[config.mk]
export PLATFORM = sky130hd
export DESIGN_NAME = uparc_lsu
export DESIGN_NICKNAME = d
export VERILOG_FILES = /design/src/rtl/uparc_lsu.sv
export SDC_FILE = /design/constraint.sdc
export NUM_CORES = 1
export LEC_CHECK = 0
export ABC_AREA = 0
export ABC_CLOCK_PERIOD_IN_PS = 5230
export CAP_MARGIN = 10
export CORE_MARGIN = 3
export CORE_UTILIZATION = 44
export DETAILED_ROUTE_END_ITERATION = 8
export PLACE_DENSITY_LB_ADDON = 0.05
export SKIP_CTS_REPAIR_TIMING = 1
export SYNTH_ARGS = -nofsm -noshare
export SYNTH_HDL_FRONTEND = slang
export SYNTH_SLANG_ARGS = --single-unit
[constraint.sdc]
create_clock -name clk -period 5.23 [get_ports clk]
set_clock_uncertainty 0.05 [all_clocks]
set_input_delay 1.046 -clock clk [delete_from_list [all_inputs] [get_ports clk]]
set_output_delay 1.046 -clock clk [all_outputs]
set_load 0.1 [all_outputs]
[src/rtl/uparc_lsu.sv]
// Load/store unit: turns one-cycle memory-stage commands into a single req/ack
// data-bus transfer with lane steering, alignment checks and a bus watchdog.
module uparc_lsu #(
  parameter int unsigned BUS_TIMEOUT = 255
) (
  input  logic        clk,
  input  logic        rst,
  input  logic [31:0] lsu_addr,
  input  logic [31:0] lsu_wdata,
  input  logic [1:0]  lsu_cmd,
  input  logic        lsu_rnw,
  output logic [31:0] lsu_rdata,
  output logic        lsu_busy,
  output logic        lsu_err_align,
  output logic        lsu_err_bus,
  output logic [31:0] o_bus_addr,
  output logic [31:0] o_bus_wdata,
  output logic [3:0]  o_bus_ben,
  output logic        o_bus_rnw,
  output logic        o_bus_req,
  input  logic [31:0] i_bus_rdata,
  input  logic        i_bus_ack,
  input  logic        i_bus_err
);

  localparam int unsigned CW = (BUS_TIMEOUT > 0) ? $clog2(BUS_TIMEOUT + 1) : 1;

  localparam logic [1:0] CmdIdle  = 2'b00;
  localparam logic [1:0] CmdByte  = 2'b01;
  localparam logic [1:0] CmdHword = 2'b10;
  localparam logic [1:0] CmdWord  = 2'b11;

  typedef enum logic {StIdle, StBus} state_e;

  state_e        state_q;
  logic [31:0]   addr_q, wdata_q, rdata_q;
  logic [3:0]    ben_q;
  logic          rnw_q, req_q, err_bus_q;
  logic [1:0]    off_q, size_q;
  logic [CW-1:0] cnt_q;

  logic        aligned, start, wdog_hit, fail;
  logic [3:0]  ben_nxt;
  logic [31:0] wdata_nxt, shifted, load_data;

  always_comb begin
    aligned   = 1'b1;
    ben_nxt   = 4'b1111;
    wdata_nxt = lsu_wdata;
    unique case (lsu_cmd)
      CmdByte: begin
        ben_nxt   = 4'b0001 << lsu_addr[1:0];
        wdata_nxt = {4{lsu_wdata[7:0]}};
      end
      CmdHword: begin
        aligned   = ~lsu_addr[0];
        ben_nxt   = 4'b0011 << lsu_addr[1:0];
        wdata_nxt = {2{lsu_wdata[15:0]}};
      end
      CmdWord:  aligned = (lsu_addr[1:0] == 2'b00);
      default:  aligned = 1'b1;
    endcase
  end

  assign start         = (state_q == StIdle) && (lsu_cmd != CmdIdle) && aligned;
  assign lsu_err_align = (state_q == StIdle) && (lsu_cmd != CmdIdle) && !aligned;
  assign lsu_busy      = start || (state_q == StBus);

  // Watchdog fires on the BUS_TIMEOUT-th BUS cycle without a response.
  assign wdog_hit = (BUS_TIMEOUT != 0) &&
                    ({{(32 - CW){1'b0}}, cnt_q} == BUS_TIMEOUT - 1);
  assign fail     = i_bus_err || wdog_hit;

  always_comb begin
    shifted = i_bus_rdata >> {off_q, 3'b000};
    unique case (size_q)
      CmdByte:  load_data = {24'h0, shifted[7:0]};
      CmdHword: load_data = {16'h0, shifted[15:0]};
      default:  load_data = i_bus_rdata;
    endcase
  end

  always_ff @(posedge clk or posedge rst) begin
    if (rst) begin
      state_q   <= StIdle;
      addr_q    <= '0;
      wdata_q   <= '0;
      rdata_q   <= '0;
      ben_q     <= '0;
      rnw_q     <= 1'b0;
      req_q     <= 1'b0;
      err_bus_q <= 1'b0;
      off_q     <= '0;
      size_q    <= '0;
      cnt_q     <= '0;
    end else begin
      err_bus_q <= 1'b0;
      unique case (state_q)
        StIdle: begin
          if (start) begin
            state_q <= StBus;
            req_q   <= 1'b1;
            addr_q  <= {lsu_addr[31:2], 2'b00};
            wdata_q <= wdata_nxt;
            ben_q   <= ben_nxt;
            rnw_q   <= lsu_rnw;
            off_q   <= lsu_addr[1:0];
            size_q  <= lsu_cmd;
            cnt_q   <= '0;
          end
        end
        StBus: begin
          if (fail) begin
            state_q   <= StIdle;
            req_q     <= 1'b0;
            err_bus_q <= 1'b1;
            if (rnw_q) rdata_q <= '0;
          end else if (i_bus_ack) begin
            state_q <= StIdle;
            req_q   <= 1'b0;
            if (rnw_q) rdata_q <= load_data;
          end
          if (!fail && !i_bus_ack && (cnt_q != {CW{1'b1}})) cnt_q <= cnt_q + 1'b1;
        end
        default: state_q <= StIdle;
      endcase
    end
  end

  assign lsu_rdata   = rdata_q;
  assign lsu_err_bus = err_bus_q;
  assign o_bus_addr  = addr_q;
  assign o_bus_wdata = wdata_q;
  assign o_bus_ben   = ben_q;
  assign o_bus_rnw   = rnw_q;
  assign o_bus_req   = req_q;

endmodule

==> results.md <==
- Hold_sp: o_bus_addr[2]
- Port Buffers: 205
- Worst EP required: 4.13 ns
- Sequential-to-total area share from yosys stat: 0.5296
- Clock latency on the worst-skew pair: 0.41 ns
- Most common cell after layout, fill and taps aside: clkdlybuf4s50_1
- Routed Wire Length: 15920 um
- Clk root buf: clkbuf_16
- GRT overflow: 0
- CP Max Fanout: 15
- PwrDens: 658.5 nW/um2
- Slew @ Worst Pin: 1.207 ns
- Detailed placement HPWL: 11280 um
- Critical Path AT: 3.34 ns
- Reg clk slew, reported paths: 0.05 ns
- Tot GR Track Use: 0.2436
- Drt wl/cell: 19.63 um
- Fillers: 880
- Hold Crit Class: flip-flop to flip-flop
- CTS tree: yes
- Multi-input combinational cell area: 2300 um2
- # DRC: 0
- Setup crit end kind: output pin
- Routability cong.: 0.8845
- Top-Level Pins: 208
- Layout net count: 766
- Clock Path Buffers: 2
- Setup TNS: 0 ns
- Max-slew violations: 0
- Number of buffers created by CTS: 17
- Starting Density: 0.4599
- Pre-CTS setup slack: 0.8163 ns
- Core Rows: 39
- Setup ws final: 0.7916 ns
- Outcome: complete, no violations
- Cells after Synth: 458
- Most frequent cells in the layout: clkdlybuf4s50_1, dfrtp_1, o21ai_0
- Unrepaired setup endpoints after global routing: false
- Max-cap violation count: 0
- Drt via density: 5.745
- Layout Area Growth over Synthesis: 52.66%
- Die H: 116.6 um
- Final Non-Filler Cells: 811
- Core footprint: 11710 um2
- Routed vias: 4659
- Uppermost layer routed: met4
- CP Class: input pin to output pin
- DR WL met2: 7795 um
- Clock Sink Count: 114
- Seq cells post-synth: 114
- DR WL met3: 1428 um
- Drt first pass iters: 5
- Cell variety after synth: 44
- Yosys warns: 0
- Min Tclk post-route: 4.438 ns
- Die area: 13600 um2
- Initial antenna violation count: 0
- Fraction of layout cells with a size suffix above 1: 0.09880
- Maximum clock rate: 0.2253 GHz
- Launching element type of the critical path: input pin
- Largest net degree at the start of global routing: 54
- Reg-to-Reg End: lsu_rdata[19]
- Worst hold slack: 0.4318 ns
- R2R setup slack: 2.71 ns
- Reg2Reg Depth: 5
- Hold Violations, Final: 0
- Util after Layout: 0.7021
- Post-synthesis cell area: 5386 um2
- Vias in the first global route: 4736
- Cell count of the worst hold path: 1
- FF-to-FF Start: size_q[0]
- Final setup viols: 0
- Storage element area: 2853 um2
- Htree depth: 4
- Peak supply drop: 427.5 uV
- Crit share post-route: 0.8486
- Met1 Wirelength: 6386 um
- Avg Cell Area, Syn: 11.76 um2
- Initial drt markers: 368
- Final ANT Viol Nets: 0
- Leakage: 0.003455 uW
- Antenna cells: 0
- Die Width: 116.6 um
- Inst Count DP: 779
- Slew headroom: 0.1923
- First-pass GRT wire length: 25170 um
- Worst hold endpoint: o_bus_addr[2]
[state kept, by name, indices dropped and copies added (netlist names), 2 cells and up]
register	count
lsu_rdata	32
o_bus_wdata	32
o_bus_addr	30
cnt_q	8
o_bus_ben	4
off_q	2
size_q	2
[critical path, stage by stage]
cell	delay [ns]
clkdlybuf4s50_1	0.47
inv_1	0.12
ha_1	0.50
nor2b_1	0.14
o22ai_2	0.52
nand2_1	0.17
nand2b_1	0.17
buf_12	0.19
[cells in the mapped netlist (all sizes together)]
master	n	share of area
o21ai	52	0.050
o311ai	17	0.029
xor2	4	0.0065
nor2	14	0.011
ha	8	0.019
or4	1	0.0014
dfrtp	114	0.53
mux2i	1	0.0019
nand2	5	0.0035
conb	1	0.00070
and3	2	0.0023
mux2	42	0.088
o2bb2ai	8	0.013
clkbuf	21	0.015
o22ai	1	0.0023
a22oi	16	0.022
nand4	11	0.014
o22a	1	0.0016
nand3	4	0.0037
nor2b	18	0.021
or2	1	0.0012
nor3b	2	0.0058
and4	1	0.0016
and4b	1	0.0019
o31ai	2	0.0028
nand2b	1	0.0012
inv	24	0.017
o211ai	5	0.0070
a21oi	21	0.020
a21o	1	0.0014
mux4	8	0.033
a31oi	3	0.0035
a22o	32	0.052
buf	13	0.015
o21a	2	0.0028
[logic make-up after synthesis]
family	synth area share
compound gates	0.2070
simple gates	0.06853
flops	0.5296
xor+xnor	0.006503
buf+inv	0.04599
mux	0.1231
fa+ha+maj	0.01858
other cells	0.0006962
[stage by stage]
step                      total power, uW  area (um2)
final                                5414        8223
after global routing                 5614        8223
after CTS                            5446        8223
after detailed placement             4080        7528
after global placement               4050        7528
after floorplan                      3363        5390
[worst max path at each step]
stage,slack [ns],cells after the start,from,to
6_report,0.79,8,lsu_cmd[0],lsu_busy
5_1_grt,0.59,8,lsu_cmd[0],lsu_busy
4_1_cts,0.79,8,lsu_cmd[0],lsu_busy
3_5_place_dp,0.82,8,lsu_cmd[0],lsu_busy
3_3_place_gp,0.92,8,lsu_cmd[0],lsu_busy
2_1_floorplan,1.0,6,lsu_cmd[0],lsu_err_align
[where the power goes]
part           internal [uW]  switching, uW
logic                    691           2100
registers               1110            161
clock network            953            396
total                   2760           2660
[layer usage]
| layer | GRT usage | vias up |
|---|---|---|
| met5 | 0 | - |
| met4 | 0.09480 | 0 |
| met3 | 0.08756 | 20 |
| met2 | 0.3841 | 223 |
| met1 | 0.3087 | 2308 |
| li1 | - | 2108 |
[area by class of cell]
cell class	instances	share of cell area
flip-flops and latches	114	0.3469
multi-input cells	287	0.2797
repair buffers	211	0.2559
clock buffers	22	0.06010
clock inverters	10	0.02435
well taps	143	0.02176
inverters	24	0.01126
(Power assumes the default switching activity.)
